[config.mk]
export PLATFORM = sky130hd
export DESIGN_NAME = ocm_arbiter
export DESIGN_NICKNAME = d
export VERILOG_FILES = /design/src/rtl/ocm_arbiter.sv
export SDC_FILE = /design/constraint.sdc
export NUM_CORES = 1
export LEC_CHECK = 0
export ABC_CLOCK_PERIOD_IN_PS = 3800
export CORE_MARGIN = 2
export CORE_UTILIZATION = 29
export CTS_BUF_LIST = sky130_fd_sc_hd__clkbuf_2
export DETAILED_ROUTE_END_ITERATION = 16
export PLACE_DENSITY_LB_ADDON = 0.1
export SYNTH_ARGS = -nofsm -noshare
export SYNTH_HDL_FRONTEND = slang
export SYNTH_SLANG_ARGS = --single-unit
[constraint.sdc]
create_clock -name clk -period 3.8 [get_ports clk]
set_clock_uncertainty 0.05 [all_clocks]
set_input_delay 0.57 -clock clk [delete_from_list [all_inputs] [get_ports clk]]
set_output_delay 0.57 -clock clk [all_outputs]
set_load 0.01 [all_outputs]
[src/rtl/ocm_arbiter.sv]
// Two-requester round-robin arbiter for a single on-chip memory port.
// A grant is held until the owner signals done or a hold watchdog expires.
module ocm_arbiter #(
  parameter int ADDR_BITS = 12,
  parameter int MAX_HOLD  = 16
) (
  input  logic                 clk,
  input  logic                 nrst,
  input  logic                 i_req0,
  input  logic                 i_req1,
  input  logic                 i_done0,
  input  logic                 i_done1,
  input  logic [ADDR_BITS-1:0] i_addr0,
  input  logic [ADDR_BITS-1:0] i_addr1,
  input  logic [31:0]          i_data0,
  input  logic [31:0]          i_data1,
  input  logic [3:0]           i_dm_write0,
  input  logic [3:0]           i_dm_write1,
  output logic                 o_grant0,
  output logic                 o_grant1,
  output logic [ADDR_BITS-1:0] o_ocm_addr,
  output logic [31:0]          o_ocm_data,
  output logic [3:0]           o_ocm_dm_write,
  output logic                 o_timeout
);

  typedef enum logic [1:0] {
    IDLE = 2'd0,
    OWN0 = 2'd1,
    OWN1 = 2'd2
  } state_e;

  localparam logic [4:0] HOLD_LAST = 5'(MAX_HOLD - 1);

  state_e     state_q, state_d;
  logic       ptr_q, ptr_d;        // 0: requester 0 wins a tie, 1: requester 1
  logic [4:0] hold_q, hold_d;
  logic       timeout_q, timeout_d;

  logic owner, own_req, own_done, oth_req, expire;
  state_e own_state, oth_state;

  // NOTE: every variable driven here gets a default first so no path leaves it
  // unassigned; a missing default would infer a latch.
  always_comb begin
    state_d   = state_q;
    ptr_d     = ptr_q;
    hold_d    = hold_q;
    timeout_d = timeout_q;

    owner     = (state_q == OWN1);
    own_req   = owner ? i_req1  : i_req0;
    own_done  = owner ? i_done1 : i_done0;
    oth_req   = owner ? i_req0  : i_req1;
    expire    = (hold_q == HOLD_LAST);
    own_state = owner ? OWN1 : OWN0;
    oth_state = owner ? OWN0 : OWN1;

    case (state_q)
      IDLE: begin
        hold_d = 5'd0;
        if (i_req0 && i_req1) state_d = ptr_q ? OWN1 : OWN0;
        else if (i_req0)      state_d = OWN0;
        else if (i_req1)      state_d = OWN1;
      end
      OWN0, OWN1: begin
        if (own_done || expire) begin
          // A done arriving on the expiry cycle is a normal release.
          ptr_d  = ~owner;
          hold_d = 5'd0;
          if (!own_done) timeout_d = 1'b1;
          if (oth_req)      state_d = oth_state;
          else if (own_req) state_d = own_state;
          else              state_d = IDLE;
        end else begin
          hold_d = hold_q + 5'd1;
        end
      end
      default: begin
        state_d = IDLE;
        hold_d  = 5'd0;
      end
    endcase
  end

  // NOTE: sequential state uses non-blocking assignments so all registers
  // update together from pre-edge values.
  always_ff @(posedge clk or negedge nrst) begin
    if (!nrst) begin
      state_q   <= IDLE;
      ptr_q     <= 1'b0;
      hold_q    <= 5'd0;
      timeout_q <= 1'b0;
    end else begin
      state_q   <= state_d;
      ptr_q     <= ptr_d;
      hold_q    <= hold_d;
      timeout_q <= timeout_d;
    end
  end

  assign o_grant0  = (state_q == OWN0);
  assign o_grant1  = (state_q == OWN1);
  assign o_timeout = timeout_q;

  // Outputs decode straight from the state register, so async reset zeroes
  // the write enables without waiting for a clock edge.
  always_comb begin
    o_ocm_addr     = '0;
    o_ocm_data     = '0;
    o_ocm_dm_write = '0;
    case (state_q)
      OWN0: begin
        o_ocm_addr     = i_addr0;
        o_ocm_data     = i_data0;
        o_ocm_dm_write = i_dm_write0;
      end
      OWN1: begin
        o_ocm_addr     = i_addr1;
        o_ocm_data     = i_data1;
        o_ocm_dm_write = i_dm_write1;
      end
      default: ;
    endcase
  end

endmodule

Yosys cells after proc, flatten, opt, wreduce, memory -nomap -nowiden
Cells that the tools add are included.

Flip-flop bits (word level): 9. Input port bits: 102. Output and inout bits: 51. Word-level logic and storage cells: 37.

Add/sub/neg operators: 1. Equal/unequal tests: 5. Muxes and demuxes: 18. Bitwise logic cells: 2. Reduce and logical (&&, ||, !) cells: 7.

Operators with widths (count): one-hot mux 32 bit (2 select lines) (1); one-hot mux 12 bit (2 select lines) (1); 2-to-1 mux 2 bit (9); 2-to-1 mux 5 bit (2); one-hot mux 4 bit (2 select lines) (1); adder 5 x 1 -> 5 bit (second input constant) (1); equality test 5 x 4 -> 1 bit (second input constant) (1); != test 4 bit (second input constant) (1); one-hot mux 2 bit (2 select lines) (1); AND reduction 2 bit (2); 2-to-1 mux 1 bit (3); AND reduction 3 bit (1); equality test 2 x 1 -> 1 bit (second input constant) (1); equality test 2 bit (second input constant) (1); logical NOT 2 bit (1); != test 2 bit (second input constant) (1); inverter 1 bit (2); OR reduction 2 bit (1); logical AND 1 bit (1); logical OR 1 bit (1).

Longest topological paths before layout
Gate-level depths: netlist (run 1).

Word-level depth: 6. Depth in mapped cells: 7. Depth with buffers taken out: 7.

Worst setup path before layout (run 1)
No wires, ideal clock.

Kind: register -> output. Start point: register state_q[0]. End point: output o_ocm_addr[1]. Arrival time: 1624 ps. Required time: 3180 ps. Path slack: 1556 ps. Cell stages (with the launch flop): 8. Path buffers: 3. Cell sequence: dfrtp_1 -> inv_1 -> ha_1 -> buf_6 -> buf_2 -> buf_1 -> a22oi_1 -> nor2b_1.

Longest elaborated chain between the ends: 2. Elaborated cells on any way between the ends: 3. Those cells by class: eq/ne (2); mux (1).

RTL lines: start: declaration (line 35) `state_e state_q, state_d;`; start signal: assignment (line 95) `state_q <= state_d;`; equality test 2 bit; net o_grant1 (line 20) `output logic o_grant1,`; one-hot mux 12 bit (2 select lines) (line 112) `case (state_q)`; end: declaration (line 21) `output logic [ADDR_BITS-1:0] o_ocm_addr,`.

The timed path passes the listed nets, and every way through them passes these cells.

Worst setup path in the final report (run 1)
Start point: register state_q[1]. End point: output o_ocm_data[3].

Longest elaborated chain between the ends: 2. Elaborated cells on any way between the ends: 3. Those cells by class: eq/ne (2); mux (1).

RTL lines: equality test 2 bit or equality test 2 x 1 -> 1 bit (tied branches) (line 112); one-hot mux 32 bit (2 select lines) * (line 112); end: declaration (line 22) `output logic [31:0] o_ocm_data,`.

Mark *: on every way between the ends. The rest lies on a longest branch, timed or not.

==> impl_summary.txt, run 1 <==
----------------------------------------------------
[Final layout]
  Final net count ... 418
  Layout cell share with drive strength beyond 1 ... 4.55%
  Antenna diodes ... 0
  Fill cell total of the finished layout ... 353
  Non-Filler Cell Area, Final ... about 2800 um2
  Area growth from synthesis to layout ... 125%
  Final design utilization ... 69.2%

[Outcome]
  Result of the run ... finished, final reports clean

[Synth]
  Netlist area before placement ... 1260 um2
  Number of flip-flops and latches in the synthesized netlist ... 9
  Post-synthesis compound-gate area fraction ... 35.1%
  Sequential area share after synthesis ... between 10% and 20%
  Area share of and/or/nand/nor cells after synthesis ... 29.3%
  Main combinational cell family by area after synthesis ... compound AO/OA/AOI/OAI gates
  Xor/xnor cell area share of the yosys netlist ... approximately 1.4%
  Syn Nets ... 273
  Adder and majority gate portion of the synthesized area ... 6.97%
  Syn. warnings ... 0
  Portion of netlist area occupied by mux cells ... roughly 1.6%
  Area share of the largest cell type after synthesis ... 28.7%
  Largest area contributor in the netlist ... sky130_fd_sc_hd__a22oi_1
  Synthesized instance count ... about 160
  Biggest area contributors in the synthesized netlist ... sky130_fd_sc_hd__a22oi_1 (29%), sky130_fd_sc_hd__nor2b_1 (24%), sky130_fd_sc_hd__dfrtp_1 (18%)
  Number of unique standard cell types used by synthesis ... 25
  Syn avg cell area ... 7.67 um2

[Critical path]
  Slack of the worst reg-to-reg path ... between 1500 and 2000 ps
  WS Path Type ... flop to output pin
  Critical path arrival ... 2450 ps
  Endpoint type of the worst setup path ... output pin
  Endpoint required time on the critical path ... 3180 ps
  CP Max Fanout ... 27
  Number of cells on the worst reg-to-reg path ... 7
  CP Launch Type ... flop

[Clocking]
  Clock Latency Late Sink ... 250 ps
  Number of H-tree branching levels ... 1
  Post-CTS clock slew at the launch and capture registers of the worst setup and hold paths ... 90 ps
  CTS Buf Count ... 3
  CTS tree ... done
  Post-CTS Hold Buffers ... 0
  Clock Path Buffers ... 2
  Buffer count from post-CTS setup fixing ... 0
  Cell at the root of the clock tree ... sky130_fd_sc_hd__clkbuf_2
  CTS resizes ... 0
  Sink Count ... 9

[Timing]
  Final setup fails ... 0
  Period utilization ... 80.9%
  Slew at the pin with the worst max-slew slack ... between 400 and 500 ps
  F_max ... 325 MHz
  Post-Route Setup TNS ... 0 ps
  Final hold violation count ... 0
  RSZ-0062 raised after global routing ... no
  Worst Hold Slack ... around 420 ps
  Minimum clock period ... 3070 ps
  Worst slew margin relative to its limit ... 70.5%
  Number of pins exceeding their max-slew limit in the final report ... 0

[Flow run]
  Max-cap check violation count ... 0

[Placed design]
  DP Area ... 2810 um2
  Routability Congestion ... 0.800
  Total of buffers placed on input and output ports ... 152
  Hpwl dp ... between 4 and 5 mm

[Floorplanning]
  Top-Level Pins ... 153
  Vertical extent of the die ... roughly 70 um
  Placement row count ... 23
  Effective utilization at floorplan ... 30.8%
  Core outline area ... 4090 um2
  Horizontal die dimension ... 69.9 um
  Die Outline Area ... 4880 um2

[Power and ir drop]
  Static Leakage ... 0.00101 uW
  Clk pwr share ... 4.0%
  Worst IR Drop VDD ... 0.606 mV
  Sequential power share ... 8.8%
  P per Cell Area ... 543 nW/um2
  Share of total power consumed by net switching ... roughly 43%
  Net switching component of the power ... 662 uW
  Combinational share of power ... 87.2%
  Internal cell power ... 875 uW

[Route]
  Post-detailed-route DRC marker count ... 0
  Mean number of vias per cell ... 5.07
  DRT iter0 DRCs ... ~160
  Total number of vias ... between 1,500 and 2,000
  Routed wirelength normalized by instance count ... 16.9 um
  Post-DRT Antenna Nets ... 0
  Number of detailed-route iterations in the first pass ... 4
  DRT Wirelength ... 6.03 mm

[Global routing]
  Initial antenna violation count ... 0
  Wire length of the first global-routing pass ... 9.25 mm
  Largest net degree at the start of global routing ... 33
  Total congestion overflow ... 0
  Total routing resource utilization after global routing ... between 20 and 25%
  Via count of the first global-routing pass ... 1,681

[Hold path]
  Number of cells traversed by the worst hold path ... 1
  Worst min-delay path class ... flop to flop

----------------------------------------------------
-- Yosys cell counts, drive strengths merged --
cell / count
ha: 7
clkbuf: 10
and3: 1
a32oi: 2
nor2: 6
xor2: 1
mux2i: 2
xnor2: 1
nor2b: 48
o21ai: 3
a22oi: 48
a21bo: 1
nand2: 5
or4b: 1
inv: 6
o31ai: 2
dfrtp: 9
nand3: 2
a31o: 1
buf: 7
a32o: 1
-- area by class of cell --
| type | count | area (um2) | area share, % |
|---|---|---|---|
| well taps | 50 | 62.6 | 2.21 |
| repair buffers | 157 | 1560 | 55.1 |
| inverters | 6 | 22.5 | 0.796 |
| clock buffers | 4 | 20.0 | 0.708 |
| multi-input cells | 132 | 940 | 33.2 |
| flip-flops and latches | 9 | 225 | 7.96 |
-- power groups by stage --
| stage | Clock [uW] | Sequential [uW] | Combinational, uW |
|---|---|---|---|
| 5_1_grt | 67.0 | 139 | 1440 |
| 6_report | 61.7 | 135 | 1340 |
| 4_1_cts | 64.3 | 136 | 1350 |
| 2_1_floorplan | 0 | 134 | 748 |
| 3_3_place_gp | 0 | 137 | 1330 |
| 3_5_place_dp | 0 | 138 | 1340 |
-- flip-flops by register name, indices dropped and copies added (netlist names) --
signal     flops
o_timeout      1
state_q        2
ptr_q          1
hold_q         5
-- worst paths after layout --
| check | startpoint | endpoint |
|---|---|---|
| max reg2reg | state_q[0] | state_q[1] |
| min | hold_q[0] | hold_q[0] |
| max | state_q[1] | o_ocm_data[3] |
| min in group asynchronous | nrst | state_q[0] |
| min reg2reg | hold_q[0] | hold_q[0] |
| max in group asynchronous | nrst | ptr_q |
-- logic make-up after synthesis --
kind of cell,Yosys count
AOI/OAI and AO/OA,58
xor gates and xnor gates,2
adders and majority gates,7
buffers and inverters,23
DFF,9
muxes,2
and+or+nand+nor,63
-- cells in the final DEF (no fill, tap or decap), drive strengths merged --
| master | n |
|---|---|
| clkbuf | 4 |
| a22oi | 48 |
| a32oi | 2 |
| nor2b | 48 |
| nor2 | 6 |
| ha | 7 |
| nand3 | 2 |
| nand2 | 5 |
| a21bo | 1 |
| a31o | 1 |
| dfrtp | 9 |
| a32o | 1 |
| buf | 5 |
| or4b | 1 |
| xor2 | 1 |
| o21ai | 3 |
| and3 | 1 |
| mux2i | 2 |
| xnor2 | 1 |
| o31ai | 2 |
| clkdlybuf4s50 | 152 |
| inv | 6 |
-- critical path: stages (launching register included) --
cell	delay [ps]
sky130_fd_sc_hd__dfrtp_1	430
sky130_fd_sc_hd__inv_1	100
sky130_fd_sc_hd__ha_2	470
sky130_fd_sc_hd__buf_4	380
sky130_fd_sc_hd__a22oi_1	120
sky130_fd_sc_hd__nor2b_1	130
sky130_fd_sc_hd__clkdlybuf4s50_1	590
-- per-stage QoR --
step           std cells  total power (uW)  setup slack [ps]
5_1_grt              358              1640               601
2_1_floorplan        164               882              1560
3_3_place_gp         354              1470              1050
4_1_cts              358              1550               703
6_report             358              1540               727
3_5_place_dp         354              1480               996
-- metal layers --
metal / track usage [%] / vias to the layer above / share of wire, %
met3: 3.75 / 7 / 8.0
met4: 3.85 / 0 / 0.94
met5: 0 / - / 0
met2: 41.5 / 90 / 51
met1: 29.6 / 828 / 40
li1: - / 889 / -
No activity file was read; power rests on OpenSTA's default activity.
==> run 2: changes to the inputs <==
--- a/config.mk
+++ b/config.mk
@@ -5,9 +5,9 @@
 export SDC_FILE = /design/constraint.sdc
 export NUM_CORES = 1
 export LEC_CHECK = 0
-export ABC_CLOCK_PERIOD_IN_PS = 3800
+export ABC_CLOCK_PERIOD_IN_PS = 3000
 export CORE_MARGIN = 2
-export CORE_UTILIZATION = 29
+export CORE_UTILIZATION = 27
 export CTS_BUF_LIST = sky130_fd_sc_hd__clkbuf_2
 export DETAILED_ROUTE_END_ITERATION = 16
 export PLACE_DENSITY_LB_ADDON = 0.1
==> constraint.sdc (replaced) <==
create_clock -name clk -period 3 [get_ports clk]
set_clock_uncertainty 0.05 [all_clocks]
set_input_delay 0.45 -clock clk [delete_from_list [all_inputs] [get_ports clk]]
set_output_delay 0.45 -clock clk [all_outputs]
set_load 0.01 [all_outputs]
==> run 2 against run 1 <==
Setup slack got worse by 460 ps. Critical endpoint is now o_ocm_data[17]. Die area rose by 7.0%. Highest routed layer unchanged. Sequential share of layout area fell by 0.11 points.
==> impl_summary.txt, run 2 (same netlist as run 1, synthesis figures left out) <==
----------------------------------------------------
[Final layout]
  Antenna diodes ... 0 (unchanged)
  Area growth from synthesis to layout ... 128% (was 125%)
  Register bank with the most flops ... hold_q (unchanged)
  Layout cell share with drive strength beyond 1 ... 4.87% (was 4.55%)
  Most used cells in the layout excluding fill and tap cells ... sky130_fd_sc_hd__clkdlybuf4s50_1 (152), sky130_fd_sc_hd__a22oi_1 (48), sky130_fd_sc_hd__nor2b_1 (48), sky130_fd_sc_hd__dfrtp_1 (9) (unchanged)
  Leading cell type in the layout, fill and taps excluded ... sky130_fd_sc_hd__clkdlybuf4s50_1 (unchanged)
  Flip-flop count of the largest register after layout ... 5 (unchanged)
  Sequential cell area ... 225 um2 (unchanged)
  Final net count ... 418 (unchanged)
  Largest regs ... hold_q x5, state_q x2 (unchanged)
  Fill cell total of the finished layout ... 410 (was 353)
  Multi-input gate area in the final layout ... 952 um2 (was 940 um2)

[Flow run]
  Max-cap check violation count ... 0 (unchanged)

[Power and ir drop]
  Static Leakage ... 0.00102 uW (was 0.00101 uW)
  Worst IR Drop VDD ... 0.500 mV (was 0.606 mV)
  P per Cell Area ... 700 nW/um2 (was 543 nW/um2)
  Total design power ... 2010 uW (was 1540 uW)

[Route]
  DRT iter0 DRCs ... 99 (was 161)
  Total number of vias ... 1,767 (was 1,814)
  Number of detailed-route iterations in the first pass ... 4 (unchanged)
  Post-DRT Antenna Nets ... 0 (unchanged)
  Mean number of vias per cell ... 4.91 (was 5.07)
  Post-detailed-route DRC marker count ... 0 (unchanged)
  Routed wirelength normalized by instance count ... 16.2 um (was 16.9 um)
  DRT Wirelength ... 5.84 mm (was 6.03 mm)

[Floorplanning]
  Horizontal die dimension ... 72.2 um (was 69.9 um)
  Core outline area ... 4410 um2 (was 4090 um2)
  Placement row count ... 24 (was 23)
  Vertical extent of the die ... 72.2 um (was 69.9 um)
  Die Outline Area ... 5220 um2 (was 4880 um2)
  Top-Level Pins ... 153 (unchanged)
  Effective utilization at floorplan ... 28.5% (was 30.8%)

[Clocking]
  Clock Latency Late Sink ... 230 ps (was 250 ps)
  Cell at the root of the clock tree ... sky130_fd_sc_hd__clkbuf_2 (unchanged)
  Clock Path Buffers ... 2 (unchanged)
  CTS tree ... done (unchanged)
  Post-CTS clock slew at the launch and capture registers of the worst setup and hold paths ... 80 ps (was 90 ps)
  Post-CTS Hold Buffers ... 0 (unchanged)
  CTS Buf Count ... 3 (unchanged)
  Number of H-tree branching levels ... 1 (unchanged)
  Sink Count ... 9 (unchanged)

[Placed design]
  Total of buffers placed on input and output ports ... 152 (unchanged)
  Hpwl dp ... 4.67 mm (was 4.69 mm)
  Routability Congestion ... 0.802 (was 0.800)

[Critical path]
  Family with the most delay on the worst path ... buffers and inverters (unchanged)
  CP max stage delay ... 570 ps (was 590 ps)
  Critical path arrival ... 2230 ps (was 2450 ps)
  Crit-path cells ... inv_1 > ha_2 > buf_4 > nor2b_1 > clkdlybuf4s50_1 (was inv_1 > ha_2 > buf_4 > a22oi_1 > nor2b_1 > clkdlybuf4s50_1)
  Buffer and inverter count on the worst path ... 3 (unchanged)
  Number of cells on the worst reg-to-reg path ... 7 (unchanged)
  Worst flop-to-flop path endpoint ... state_q[0] (was state_q[1])
  Endpoint type of the worst setup path ... output pin (unchanged)
  CP Max Fanout ... 22 (was 27)
  CP Launch Type ... flop (unchanged)
  WS Path Type ... flop to output pin (unchanged)
  Slowest-stage cell, CP ... sky130_fd_sc_hd__clkdlybuf4s50_1 (unchanged)
  R2R Path Start ... state_q[0] (unchanged)
  Slack of the worst reg-to-reg path ... 750 ps (was 1830 ps)
  Endpoint required time on the critical path ... 2500 ps (was 3180 ps)

[Outcome]
  Result of the run ... finished, final reports clean (unchanged)

[Timing]
  F_max ... 366 MHz
  Final hold violation count ... 0 (unchanged)
  RSZ-0062 raised after global routing ... no (unchanged)
  Period utilization ... 91.1%
  Worst slew margin relative to its limit ... 64.0% (was 70.5%)
  Final setup fails ... 0 (unchanged)
  Number of pins exceeding their max-slew limit in the final report ... 0 (unchanged)
  Slew at the pin with the worst max-slew slack ... 541 ps (was 443 ps)
  Post-Route Setup TNS ... 0 ps (unchanged)
  Minimum clock period ... 2730 ps

[Global routing]
  Total routing resource utilization after global routing ... 20.5% (was 23.2%)
  Initial antenna violation count ... 0 (unchanged)
  Via count of the first global-routing pass ... 1,562 (was 1,681)
  Wire length of the first global-routing pass ... 8.58 mm (was 9.25 mm)
  Largest net degree at the start of global routing ... 50 (was 33)
  Total congestion overflow ... 0 (unchanged)

[Hold path]
  Worst min-delay path endpoint ... hold_q[0] (unchanged)
  Worst min-delay path class ... flop to flop (unchanged)
  Launch point of the worst hold path ... hold_q[0] (unchanged)
  Number of cells traversed by the worst hold path ... 1 (unchanged)

----------------------------------------------------
run 2: cell counts in the layout (fill, tap and decap cells not counted):
Identical to the previous run, type by type.
run 2: layout make-up:
class / count / area share, %
inverter: 6 / 0.785
clock buffer: 4 / 0.698
tap: 52 / 2.27
timing repair buffer: 157 / 55.2
multi-input combinational: 132 / 33.2
sequential: 9 / 7.85
run 2: repair_timing:
action	4_1_cts	5_1_grt
resized for setup	1	1
buffers inserted	0	0
endpoints found under the setup margin	47	3
run 2: worst max path at each step:
stage,startpoint,to,depth (start not counted)
final,state_q[1],o_ocm_data[17],5
after global routing,state_q[0],o_ocm_data[16],5
after CTS,state_q[1],o_ocm_data[17],5
after detailed placement,state_q[0],o_ocm_addr[7],5
after global placement,state_q[0],o_ocm_addr[7],5
after floorplan,state_q[0],o_ocm_addr[1],7
run 2: metal layers:
metal  vias up  track usage [%]  share of wire (%)
met2        76             34.7                 50
met3         4             4.86                8.0
met5         -                0                  0
met4         0             2.31               0.50
li1        884                -                  -
met1       803             27.4                 41
run 2: stage by stage:
step	std cells	utilization (%)	hold slack, ps	setup WS [ps]	instance area, um2
after floorplan	164	-	104	876	1260
after global placement	356	64.3	399	240	2840
after detailed placement	356	64.3	404	219	2840
after CTS	360	64.9	419	138	2870
after global routing	360	65.0	433	90.0	2870
final	360	65.0	417	266	2870
run 2: where the power goes:
part	switching (uW)	internal (uW)	leakage [uW]
combinational	772	987	0.000882
clock	38.7	35.5	0.0000166
sequential	25.3	149	0.000120
total	836	1170	0.00102
==> run 3: changes to the inputs <==
--- a/config.mk
+++ b/config.mk
@@ -6,11 +6,12 @@
 export NUM_CORES = 1
 export LEC_CHECK = 0
 export ABC_CLOCK_PERIOD_IN_PS = 3000
+export CAP_MARGIN = 5
 export CORE_MARGIN = 2
 export CORE_UTILIZATION = 27
 export CTS_BUF_LIST = sky130_fd_sc_hd__clkbuf_2
 export DETAILED_ROUTE_END_ITERATION = 16
-export PLACE_DENSITY_LB_ADDON = 0.1
+export PLACE_DENSITY = 0.85
 export SYNTH_ARGS = -nofsm -noshare
 export SYNTH_HDL_FRONTEND = slang
 export SYNTH_SLANG_ARGS = --single-unit
==> run 3 against run 2 <==
Non-clock buffer count down 1. Largest power group unchanged. Flip-flop and latch count is the same. Clock power up 2%.
==> impl_summary.txt, run 3 (same netlist as run 1, synthesis figures left out) <==
----------------------------------------------------
[Timing]
  Final setup fails ... 0 (unchanged)
  Worst slew margin relative to its limit ... 73.5% (was 64.0%)
  Post-Route Setup TNS ... 0 ps (unchanged)
  RSZ-0062 raised after global routing ... no (unchanged)
  Final hold violation count ... 0 (unchanged)
  Period utilization ... 90.1% (was 91.1%)
  Number of pins exceeding their max-slew limit in the final report ... 0 (unchanged)
  Minimum clock period ... 2700 ps (was 2730 ps)
  F_max ... 370 MHz (was 366 MHz)
  Slew at the pin with the worst max-slew slack ... 396 ps (was 541 ps)

[Clocking]
  Cell at the root of the clock tree ... sky130_fd_sc_hd__clkbuf_2 (unchanged)
  Clock Path Buffers ... 2 (unchanged)
  Buffer count from post-CTS setup fixing ... 0 (unchanged)
  Post-CTS clock slew at the launch and capture registers of the worst setup and hold paths ... 80 ps (about the same)
  Clock Latency Late Sink ... 250 ps (was 230 ps)
  Number of H-tree branching levels ... 1 (unchanged)
  CTS tree ... done (unchanged)
  CTS resizes ... 0 (was 1)
  Sink Count ... 9 (unchanged)
  CTS Buf Count ... 3 (unchanged)
  Post-CTS Hold Buffers ... 0 (unchanged)

[Final layout]
  Register bank with the most flops ... hold_q (unchanged)
  Fill cell total of the finished layout ... 375 (was 410)
  Leading cell type in the layout, fill and taps excluded ... sky130_fd_sc_hd__clkdlybuf4s50_1 (unchanged)
  Layout cell share with drive strength beyond 1 ... 4.23% (was 4.87%)
  Area growth from synthesis to layout ... 127% (was 128%)
  Final net count ... 417 (was 418)
  Most used cells in the layout excluding fill and tap cells ... sky130_fd_sc_hd__clkdlybuf4s50_1 (152), sky130_fd_sc_hd__a22oi_1 (48), sky130_fd_sc_hd__nor2b_1 (48), sky130_fd_sc_hd__dfrtp_1 (9) (unchanged)
  Largest regs ... hold_q x5, state_q x2 (unchanged)
  Final design utilization ... 64.5% (was 65.0%)
  Non-Filler Cell Area, Final ... 2850 um2 (was 2870 um2)
  Antenna diodes ... 0 (unchanged)
  Flip-flop count of the largest register after layout ... 5 (unchanged)

[Route]
  Mean number of vias per cell ... 5.11 (was 4.91)
  Routed wirelength normalized by instance count ... 16.6 um (was 16.2 um)
  Post-detailed-route DRC marker count ... 0 (unchanged)
  DRT Wirelength ... 5.95 mm (was 5.84 mm)
  Total number of vias ... 1,834 (was 1,767)
  DRT iter0 DRCs ... 71 (was 99)
  Number of detailed-route iterations in the first pass ... 5 (was 4)
  Post-DRT Antenna Nets ... 0 (unchanged)

[Global routing]
  GR Util met3 ... 2.92% (was 4.86%)
  Wire length of the first global-routing pass ... 9.11 mm (was 8.58 mm)
  Via count of the first global-routing pass ... 1,778 (was 1,562)
  Peak-usage layer in the global routing report ... met2 (unchanged)
  Met1 track demand over resource in global routing ... 27.3% (was 27.4%)
  Global Route met2 Usage ... 39.6% (was 34.7%)
  Initial antenna violation count ... 0 (unchanged)
  Largest net degree at the start of global routing ... 50 (unchanged)
  Total congestion overflow ... 0 (unchanged)
  Total routing resource utilization after global routing ... 22.0% (was 20.5%)

[Floorplanning]
  Vertical extent of the die ... 72.2 um (unchanged)
  Die Outline Area ... 5220 um2 (unchanged)
  Horizontal die dimension ... 72.2 um (unchanged)
  Effective utilization at floorplan ... 28.5% (unchanged)
  Top-Level Pins ... 153 (unchanged)
  Placement row count ... 24 (unchanged)
  Core outline area ... 4410 um2 (unchanged)

[Critical path]
  CP Launch Type ... flop (unchanged)
  Family with the most delay on the worst path ... buffers and inverters (unchanged)
  Crit-path cells ... inv_1 > ha_2 > buf_4 > a22oi_1 > nor2b_1 > clkdlybuf4s50_1 (was inv_1 > ha_2 > buf_4 > nor2b_1 > clkdlybuf4s50_1)
  CP Max Fanout ... 35 (was 22)
  CP max stage delay ... 560 ps (was 570 ps)
  Slowest-stage cell, CP ... sky130_fd_sc_hd__clkdlybuf4s50_1 (unchanged)
  Logic depth of the worst setup path including buffers ... 6 (was 5)
  Number of cells on the worst reg-to-reg path ... 7 (unchanged)
  WS Path Type ... flop to output pin (unchanged)
  Buffer and inverter count on the worst path ... 3 (unchanged)
  Endpoint type of the worst setup path ... output pin (unchanged)
  Endpoint required time on the critical path ... 2500 ps (about the same)
  Critical path arrival ... 2200 ps (was 2230 ps)

[Placed design]
  Hpwl dp ... 4.69 mm (was 4.67 mm)
  DP Area ... 2830 um2 (was 2840 um2)
  Total of buffers placed on input and output ports ... 152 (unchanged)
  Routability Congestion ... 0.823 (was 0.802)

[Power and ir drop]
  Static Leakage ... 0.00101 uW (was 0.00102 uW)
  Worst IR Drop VDD ... 0.721 mV (was 0.500 mV)
  P per Cell Area ... 696 nW/um2 (was 700 nW/um2)
  Total design power ... 1980 uW (was 2010 uW)

[Hold path]
  Worst min-delay path class ... flop to flop (unchanged)
  Number of cells traversed by the worst hold path ... 1 (unchanged)

[Flow run]
  Max-cap check violation count ... 0 (unchanged)

[Outcome]
  Result of the run ... finished, final reports clean (unchanged)

----------------------------------------------------
[run 3: changes by cell type in the layout (fill, tap and decap cells not counted), sizes merged]
cell  before  now
buf        5    4
[run 3: power by group]
| group | switching, uW | internal, uW |
|---|---|---|
| Combinational | 782 | 952 |
| Sequential | 23.5 | 149 |
| Clock | 40.4 | 35.4 |
[run 3: routing by layer]
metal	wire [um]	share of wire (%)
met5	0	0
met1	2320	39
met4	96	1.6
met2	3050	51
met3	485	8.1
[run 3: path summary, 6_finish.rpt]
path,from,to,slack [ps]
setup / recovery,state_q[0],o_ocm_addr[7],300
hold / removal,hold_q[0],hold_q[0],410
setup reg to reg,state_q[0],state_q[0],900
hold reg to reg,hold_q[0],hold_q[0],410
max in group asynchronous,nrst,state_q[1],2180
min in group asynchronous,nrst,hold_q[3],440
[run 3: layout make-up]
type                            instances  area [um2]  area share, %
Tap cell                               52        65.1           2.28
Timing Repair Buffer                  156        1580           55.3
Clock buffer                            4        20.0          0.703
Inverter                                6        22.5          0.791
Multi-Input combinational cell        132         940           33.0
Sequential cell                         9         225           7.91
[run 3: through the flow]
step / setup slack, ps / hold WS (ps) / cells
after global routing: 164 / 445 / 359
final: 296 / 414 / 359
after CTS: 277 / 417 / 359
after detailed placement: 564 / 406 / 355
after floorplan: 876 / 104 / 164
after global placement: 622 / 404 / 355
